<file path="config.mk">
export PLATFORM = sky130hd
export DESIGN_NAME = mem_stage
export DESIGN_NICKNAME = d
export VERILOG_FILES = /design/src/rtl/mem_stage.sv
export SDC_FILE = /design/constraint.sdc
export NUM_CORES = 1
export LEC_CHECK = 0
export ABC_CLOCK_PERIOD_IN_PS = 5500
export CAP_MARGIN = 10
export CORE_MARGIN = 2
export CORE_UTILIZATION = 43
export CTS_CLUSTER_DIAMETER = 80
export CTS_CLUSTER_SIZE = 40
export DETAILED_ROUTE_END_ITERATION = 10
export GPL_TIMING_DRIVEN = 0
export PLACE_DENSITY = 0.87
export SETUP_SLACK_MARGIN = 0.2
export SYNTH_ARGS = -nofsm -noshare
export SYNTH_HDL_FRONTEND = slang
export SYNTH_SLANG_ARGS = --single-unit
</file>
<file path="constraint.sdc">
create_clock -name clk -period 5.5 [get_ports clk]
set_clock_uncertainty 0.1 [all_clocks]
set_input_delay 0.55 -clock clk [delete_from_list [all_inputs] [get_ports clk]]
set_output_delay 0.55 -clock clk [all_outputs]
set_load 0.05 [all_outputs]
</file>
<file path="src/rtl/mem_stage.sv">
// mem_stage: byte-serial MEM stage; loads/stores sequenced one byte per cycle over an 8-bit RAM port.
// Optional MEM_LOAD_FAST_EN: skip WAIT and merge the final load byte combinationally in DONE.
module mem_stage (
  input  logic        clk,
  input  logic        rst,
  input  logic [4:0]  ex_wAddr,
  input  logic        ex_wreg,
  input  logic [31:0] ex_wData,
  input  logic [3:0]  ex_memOp,
  input  logic [31:0] ex_memAddr,
  input  logic [31:0] ex_storeData,
  input  logic [7:0]  ram_rdata,
  output logic        ram_ce,
  output logic        ram_we,
  output logic [31:0] ram_addr,
  output logic [7:0]  ram_wdata,
  output logic        stallreq,
  output logic [4:0]  mem_wAddr,
  output logic        mem_wreg,
  output logic [31:0] mem_wData
);
  localparam logic [1:0] IDLE = 2'd0, ACCESS = 2'd1, WAIT = 2'd2, DONE = 2'd3;
`ifdef MEM_LOAD_FAST_EN
  localparam logic [1:0] LOAD_END = DONE;
`else
  localparam logic [1:0] LOAD_END = WAIT;
`endif
  logic [1:0]  state_q, state_d, cnt_q, cnt_d, idx_q, idx_d;
  logic [3:0]  op_q, op_d;
  logic        pend_q, pend_d;
  logic [31:0] res_q, res_d;
  logic [31:0] res_m, fin, ext;
  logic [3:0]  op;
  logic [1:0]  nm1, byte_sel;
  logic        ex_mem, st, last, req;
  always_comb begin
    ex_mem   = (ex_memOp >= 4'd1) && (ex_memOp <= 4'd8);
    op       = (state_q == IDLE) ? ex_memOp : op_q;
    st       = op >= 4'd6;
    nm1      = (op == 4'd3 || op == 4'd8) ? 2'd3 : (op == 4'd2 || op == 4'd5 || op == 4'd7) ? 2'd1 : 2'd0;
    byte_sel = (state_q == IDLE) ? 2'd0 : cnt_q;
    last     = byte_sel == nm1;
    req      = (state_q == IDLE && ex_mem) || state_q == ACCESS;
    res_m    = res_q;
    res_m[{idx_q, 3'b000} +: 8] = ram_rdata;
    res_d    = pend_q ? res_m : res_q;
    pend_d   = req && !st;
    idx_d    = byte_sel;
    op_d     = (state_q == IDLE) ? ex_memOp : op_q;
    state_d  = (state_q == IDLE)   ? (ex_mem ? (last ? (st ? DONE : LOAD_END) : ACCESS) : IDLE) :
               (state_q == ACCESS) ? (last ? (st ? DONE : LOAD_END) : ACCESS) :
               (state_q == WAIT)   ? DONE : IDLE;
    cnt_d    = (state_d == ACCESS) ? byte_sel + 2'd1 : 2'd0;
`ifdef MEM_LOAD_FAST_EN
    fin      = pend_q ? res_m : res_q;
`else
    fin      = res_q;
`endif
    ext      = (op_q == 4'd1) ? {{24{fin[7]}}, fin[7:0]} :
               (op_q == 4'd2) ? {{16{fin[15]}}, fin[15:0]} :
               (op_q == 4'd3) ? fin :
               (op_q == 4'd4) ? {24'b0, fin[7:0]} :
               (op_q == 4'd5) ? {16'b0, fin[15:0]} : ex_wData;
  end
  always_ff @(posedge clk) begin
    if (rst) begin
      state_q <= IDLE;
      cnt_q   <= 2'd0;
      idx_q   <= 2'd0;
      op_q    <= 4'd0;
      pend_q  <= 1'b0;
      res_q   <= 32'd0;
    end else begin
      state_q <= state_d;
      cnt_q   <= cnt_d;
      idx_q   <= idx_d;
      op_q    <= op_d;
      pend_q  <= pend_d;
      res_q   <= res_d;
    end
  end
  // While a memory op is in flight the stage presents a non-writing bubble.
  always_comb begin
    ram_ce    = !rst && req;
    ram_we    = ram_ce && st;
    ram_addr  = ram_ce ? ex_memAddr + {30'b0, byte_sel} : 32'd0;
    ram_wdata = ram_we ? ex_storeData[{byte_sel, 3'b000} +: 8] : 8'd0;
    stallreq  = !rst && (req || state_q == WAIT);
    mem_wAddr = rst ? 5'd0 : ex_wAddr;
    mem_wreg  = rst ? 1'b0 : (state_q == DONE || (state_q == IDLE && !ex_mem)) ? ex_wreg : 1'b0;
    mem_wData = rst ? 32'd0 : (state_q == DONE) ? ext : (state_q == IDLE && !ex_mem) ? ex_wData : 32'd0;
  end
endmodule

</file>
After elaboration in Yosys (flattened, before gate mapping)
Cells that the tools add are included.
{ "totals": {"input_bits": 116, "wordCells": 73, "output_inout_bits": 81, "ff_bits": 43} }
{ "classes": {"muxes": 24, "add_sub_neg": 3, "order_cmp": 3, "eq_ne": 15, "bitwise_logic": 1, "shift": 3, "n_reduce_logical": 18} }
{ "op_table": {"columns": ["operator", "n"], "rows": [
  ["$mux 32", 9],
  ["$add 32x2->32", 1],
  ["$bwmux 32", 1],
  ["$shift 8x7->32 const A", 1],
  ["$shiftx 32x6->8", 1],
  ["$shiftx 8x7->32", 1],
  ["$eq 4x2->1 const B", 4],
  ["$eq 4x3->1 const B", 4],
  ["$mux 2", 7],
  ["$mux 8", 1],
  ["$logic_and 1x1->1", 7],
  ["$neg 5->7", 1],
  ["$logic_or 1x1->1", 6],
  ["$mux 5", 1],
  ["$eq 2x1->1 const B", 2],
  ["$eq 2x2->1 const B", 2],
  ["$eq 4x1->1 const B", 1],
  ["$eq 4x4->1 const B", 1],
  ["$ge 4x1->1 const B", 1],
  ["$ge 4x3->1 const B", 1],
  ["$le 4x4->1 const B", 1],
  ["$mux 1", 4],
  ["$mux 4", 1],
  ["$logic_not 1->1", 3],
  ["5 further kinds", 5]
]} }

Logic depth before layout (Yosys ltp)
Gate-level depths: netlist of run 1.
{ "logic_depth": {"depth_word": 14, "mapped_depth": 12, "ltp_nobuf": 9} }

Worst setup path before layout of run 1
Ideal clock, no wire load.
{ "synth_path": {"kind": "reg2out", "start": "register state_q[1]", "end": "output port ram_addr[31]", "n_path_buf": 4, "setup_slack_ps": 1706, "required_ps": 4850, "stages_incl_launch_ff": 13, "arrival_ps": 3144, "path_cell_list": "dfxtp_1 > buf_2 > or2_1 > and2_1 > clkbuf_1 > clkbuf_1 > ha_1 > a21oi_2 > nor2_4 > or4b_1 > buf_2 > or4_1 > nand2_1"} }
{ "synth_between": {"elab_cells_between_ends": 8, "classes_between": "1 x add/sub; 1 x eq/ne; 2 x mux; 4 x reduce/logical"} }
{ "synth_lines": {"columns": ["item", "line", "text"], "rows": [
  ["from (decl)", "28", "logic [1:0] state_q, state_d, cnt_q, cnt_d, idx_q, idx_d;"],
  ["from (signal assigned)", "74", "state_q <= state_d;"],
  ["$logic_not 2->1", "41", "byte_sel = (state_q == IDLE) ? 2'd0 : cnt_q;"],
  ["$mux 2", "41", null],
  ["via byte_sel[1]", "34", "logic [1:0] nm1, byte_sel;"],
  ["$add 32x2->32", "86", "ram_addr = ram_ce ? ex_memAddr + {30'b0, byte_sel} : 32'd0;"],
  ["$mux 32", "86", null],
  ["to (decl)", "15", "output logic [31:0] ram_addr,"]
]} }
The timed path passes the listed nets, and every way through them passes these cells.

Final worst setup path of run 1
Ends and elaborated chain as after synthesis.

==> impl_metrics.csv, run 1 <==
group,metric,value,unit
worst_setup_path,crit_chain,"buf_2, or2_1, and2_1, clkbuf_1, clkbuf_2, ha_1, a21oi_2, nor2_4, or4b_1, buf_2, or4_1, nand2_1, clkdlybuf4s50_1",
logic_synthesis,synth-edff-count,0,
worst_setup_path,endpoint_kind,"output port",
sta,rsz0062_at_grt,"no",
sta,max_slew.worst_pin.slew,0.974,ns
clocking,clk_pin_slew,0.09,ns
layout,nNetsFinal,836,
logic_synthesis,async_flop_share,0,%
worst_setup_path,crit_path_max_fanout,11,
layout,layout-drive-gt1-share,4.91,%
sta,hold_viol,0,
sta,fin_crit,4.94,ns
drt,drc,0,
worst_setup_path,crit_path_frequent_cell,"buf_2",
power,vdd_drop_max,0.149,mV
drt,ant_nets,0,
status,status,"complete, no violations",
worst_hold_path,hold_path.class,"reg -> reg",
logic_synthesis,synth.area.top_cells,"dfxtp_1, nor2_1, a22oi_1",
logic_synthesis,synth.yosys.seq_area_share,23.7,%
placement,pre_cts_ws,0.774,ns
clocking,ctsHtreeMaxLevel,2,
logic_synthesis,avgSynthCellArea,7.15,µm²
drt,drtPass1Iterations,6,
drt,routed-via-count,4714,
layout,postLayoutCoreUtil,71.0,%
worst_setup_path,cpPeakStageDelay,0.80,ns
global_routing,antenna_found_initial,0,
layout,area_growth,60.5,%
clocking,cts_setup_buffers,0,
placement,place_hpwl,10800,µm
drt,drt-initial-drc-count,320,
worst_setup_path,r2r_setup_slack,3.31,ns
worst_setup_path,crit_arrival,4.29,ns
worst_setup_path,cp-start-kind,"flip-flop",
global_routing,grt.total_usage,28.5,%
clocking,clock-sinks,43,
logic_synthesis,netlist_instances,508,
sta,max_freq,203,MHz
power,p_per_area,282,nW/µm²
clocking,cts_made_buffers,5,
floorplan,die_y,95.9,µm
drt,wire_per_inst,16.5,µm
worst_setup_path,crit_required,4.85,ns
placement,gp_congestion,0.953,
run,cap_viol_max_count,0,
worst_setup_path,critPathKind,"reg -> out",
layout,final_common_cell,"clkdlybuf4s50_1",
floorplan,rows,33,
logic_synthesis,synth-seq-cells,43,
sta,setup_ws,0.565,ns
placement,numPortBuffers,196,
sta,drv_slew,0,
logic_synthesis,yosysTopAreaCellShare,23.7,%
sta,setup-tns-final,0,ns
floorplan,io_pins,197,
clocking,insertion_delay,0.30,ns
logic_synthesis,yosys_most_used_dff,"dfxtp_1",
floorplan,core_area,8220,µm²
worst_setup_path,cp_slowest_cell,"clkdlybuf4s50_1",
logic_synthesis,netlist_area,3630,µm²
layout,num_antenna_cells,0,
floorplan,die-area,9200,µm²
clocking,tritoncts,"built",
clocking,cts_buffer_depth,2,
layout,final_cell_mix,"clkdlybuf4s50_1, nor2_1, nand2_1, dfxtp_1, a22oi_1",
power,leakage,2.07,nW
drt,viasPerCell,5.76,
sta,fin_crit_sh,89.7,%
logic_synthesis,synth_top_cell_by_area,"dfxtp_1",
drt,wl,13500,µm
global_routing,grt_pass1_wl,20800,µm
floorplan,die_w,95.9,µm
logic_synthesis,synth_nets,632,
floorplan,start_util,44.2,%
logic_synthesis,yosysWarnings,0,
sta,setup_viol,0,
global_routing,grt_max_degree,16,
clocking,cts-root-buf,"clkbuf_8",
sta,slew_headroom,35.0,%
global_routing,grt_pass1_vias,4436,
logic_synthesis,ys_types,53,
global_routing,grt.overflow.total,0,
-- through the flow --
step | power, mW | hold WS (ns) | instances | cell area [µm²]
finish | 1.64 | 0.425 | 818 | 5830
global placement | 1.41 | 0.387 | 809 | 5730
CTS | 1.64 | 0.424 | 817 | 5820
global route | 1.73 | 0.445 | 818 | 5830
detailed placement | 1.43 | 0.403 | 809 | 5730
floorplan | 1.06 | 0.372 | 508 | 3630
-- worst paths after layout --
check                   startpoint                   end  depth (start not counted)
max reg2reg    idx_q[0]$_SDFF_PP0_  fin[18]$_SDFFE_PP0P_                          6
max          state_q[1]$_SDFF_PP0_          ram_addr[31]                         13
min reg2reg    fin[2]$_SDFFE_PP0P_   fin[2]$_SDFFE_PP0P_                          2
min            fin[2]$_SDFFE_PP0P_   fin[2]$_SDFFE_PP0P_                          2
-- logic make-up (layout without fill, tap and decap cells) --
family / count (synthesis) / in the layout / share of synthesized area (%)
simple gates: 246 / 246 / 33.9
compound gates: 138 / 138 / 25.9
flops: 43 / 43 / 23.7
buf+inv: 36 / 241 / 4.20
xor+xnor: 27 / 27 / 6.51
mux: 10 / 10 / 2.76
fa+ha+maj: 8 / 8 / 2.96
-- layer usage --
layer  share of wire, %  up-vias  GRT usage (%)
met5                  0        -              0
met1                 40     2200           35.3
li1                   -     2248              -
met2                 50      237           49.3
met4                2.9        0           9.52
met3                7.8       29           5.79
-- final cells by class --
| class | count | area [µm²] |
|---|---|---|
| Multi-Input combinational cell | 429 | 2630 |
| Fill cell | 647 | 2390 |
| Timing Repair Buffer | 197 | 1970 |
| Sequential cell | 43 | 861 |
| Tap cell | 105 | 131 |
| Buffer | 28 | 116 |
| Clock buffer | 5 | 68.8 |
| Inverter | 8 | 37.5 |
| Clock inverter | 3 | 23.8 |
-- report_power, final --
part           total [mW]  leakage (nW)  switching (mW)  internal, mW
logic                1.07          1.68           0.694         0.374
registers           0.366         0.349          0.0247         0.342
clock network       0.209        0.0408           0.118        0.0908
total                1.64          2.07           0.837         0.807
-- flip-flops by register name, summed over array words and instances, names as in the netlist --
signal and cells:
cnt_q 2, fin 32, idx_q 2, op_q 4, pend_q 1, state_q 2
-- synthesized netlist by cell type, types with 5 or more instances --
cell type  count
nor2_1        87
nand2_1       57
dfxtp_1       43
a22oi_1       32
a21oi_1       27
a211oi_1      24
a21o_1        18
clkbuf_1      17
nand3_1       16
xnor2_1       15
and2_1        13
o21ai_0       13
xor2_1        12
mux2i_1       10
nor2b_1       10
nor4_1        10
o22ai_1        9
buf_2          8
nand2b_1       8
nand4_1        8
ha_1           7
nor3_1         7
o211ai_1       6
inv_1          5
or4_1          5
-- worst max-delay path, delay by kind of cell (launching register included) --
family	cells	cell delay, ns
fa+ha+maj	1	0.35
buf+inv	5	1.66
simple gates	6	1.56
compound gates	1	0.10
flops	1	0.31
-- timing repair --
action	in CTS	in global routing
hold buffers	0	0
setup endpoints to repair	0	6
resized for setup	0	3
Note: power is estimated with default switching activity, not from simulation.
==> run 2, diff against run 1 <==
- CAP_MARGIN: 10 -> not set
- CTS_CLUSTER_DIAMETER: 80 -> 100
==> impl_metrics.csv, run 2 (synthesis gave the netlist of run 1 again) <==
group,metric,value,unit
status,status,"complete, no violations",
drt,viasPerCell,5.74,
layout,area_growth,60.4,%
drt,drtPass1Iterations,7,
sta,drv_slew,0,
drt,wl_met3,1050,µm
sta,setup_viol,0,
drt,wl,13500,µm
layout,nNetsFinal,835,
drt,wl_met1,5370,µm
clocking,cts_buffer_depth,2,
sta,max_slew.worst_pin.slew,1.33,ns
clocking,ctsHtreeMaxLevel,2,
placement,dp_cells,809,
layout,layout-drive-gt1-share,4.78,%
clocking,hold_buffers,0,
drt,met2_length,6700,µm
placement,numPortBuffers,196,
drt,wire_per_inst,16.5,µm
floorplan,die-area,9200,µm²
floorplan,io_pins,197,
floorplan,start_util,44.2,%
power,p_per_area,283,nW/µm²
sta,fin_crit_sh,90.0,%
sta,fin_crit,4.95,ns
worst_setup_path,crit_arrival,4.30,ns
layout,finalNonFillerCells,817,
power,vdd_drop_max,0.151,mV
global_routing,grt.total_usage,28.5,%
floorplan,die_y,95.9,µm
clocking,tritoncts,"built",
drt,routed-via-count,4691,
floorplan,die_w,95.9,µm
clocking,insertion_delay,0.30,ns
drt,ant_nets,0,
sta,setup-tns-final,0,ns
layout,largest_register_ff_count,32,
global_routing,antenna_found_initial,0,
clocking,clock-sinks,43,
run,cap_viol_max_count,0,
global_routing,grt_max_degree,16,
clocking,cts-root-buf,"clkbuf_8",
sta,max_freq,202,MHz
placement,place_hpwl,10800,µm
floorplan,core_area,8220,µm²
sta,rsz0062_at_grt,"no",
sta,hold_viol,0,
clocking,clk_pin_slew,0.09,ns
clocking,cts_made_buffers,5,
drt,drt-initial-drc-count,289,
drt,drc,0,
floorplan,rows,33,
global_routing,grt_pass1_vias,4436,
layout,postLayoutCoreUtil,70.9,%
drt,top_layer_used,"met4",
layout,num_antenna_cells,0,
worst_setup_path,endpoint_kind,"output port",
sta,slew_headroom,10.7,%
power,leakage,2.06,nW
global_routing,grt.overflow.total,0,
placement,gp_congestion,0.953,
layout,final_cell_mix,"clkdlybuf4s50_1, nor2_1, nand2_1, dfxtp_1, a22oi_1",
worst_setup_path,crit_path_max_fanout,11,
layout,final_common_cell,"clkdlybuf4s50_1",
worst_setup_path,cp-start-kind,"flip-flop",
sta,hold_slack,0.423,ns
worst_setup_path,critPathKind,"reg -> out",
worst_hold_path,hold_path.class,"reg -> reg",
global_routing,grt_pass1_wl,20800,µm
worst_setup_path,crit_required,4.85,ns
## run 2: cell types whose count changed in the layout (fill, tap and decap cells not counted), sizes merged
cell and delta:
clkbuf -1
## run 2: worst max-delay path, stage by stage (launching register included)
cell and delay (ns):
dfxtp_1 0.31, buf_2 0.17, or2_1 0.25, and2_1 0.16, clkbuf_1 0.23, clkbuf_2 0.29
ha_1 0.35, a21oi_2 0.10, nor2_4 0.17, or4b_1 0.45, buf_2 0.17, or4_1 0.46
nand2_1 0.08, clkdlybuf4s50_1 0.80
## run 2: repair_timing
item	4_1_cts	5_1_grt
setup endpoints to repair	0	6
gates resized for setup	0	3
buffers inserted	0	0
## run 2: layout make-up
cell class | count | area (µm²)
timing repair buffer | 196 | 1960
fill | 650 | 2390
sequential | 43 | 861
buffer | 28 | 116
multi-input combinational | 429 | 2630
clock inverter | 3 | 23.8
inverter | 8 | 37.5
tap | 105 | 131
clock buffer | 5 | 68.8
## run 2: path summary, 6_finish.rpt
check | from | endpoint | slack (ns) | cells past startpoint
worst max-delay path | state_q[1]$_SDFF_PP0_ | ram_addr[31] | 0.55 | 13
worst min-delay path | fin[2]$_SDFFE_PP0P_ | fin[2]$_SDFFE_PP0P_ | 0.42 | 2
worst max register to register | idx_q[0]$_SDFF_PP0_ | fin[25]$_SDFFE_PP0P_ | 2.93 | 5
worst min register to register | fin[2]$_SDFFE_PP0P_ | fin[2]$_SDFFE_PP0P_ | 0.42 | 2
## run 2: routing by layer
metal	track usage, %	vias to the layer above
li1	-	2239
met1	35.3	2196
met2	49.3	229
met3	5.79	27
met4	9.52	0
met5	0	-
## run 2: stage by stage
stage | setup slack [ns] | instance area (µm²) | total power [mW]
final | 0.551 | 5830 | 1.65
after global routing | 0.353 | 5830 | 1.73
after CTS | 0.446 | 5820 | 1.64
after detailed placement | 0.774 | 5730 | 1.43
after global placement | 0.840 | 5730 | 1.41
after floorplan | 1.71 | 3630 | 1.06
## run 2: power by group
group | leakage [nW] | switching, mW | internal, mW
Combinational | 1.67 | 0.695 | 0.374
Clock | 0.0408 | 0.119 | 0.0909
Sequential | 0.349 | 0.0250 | 0.342
Total | 2.06 | 0.839 | 0.807
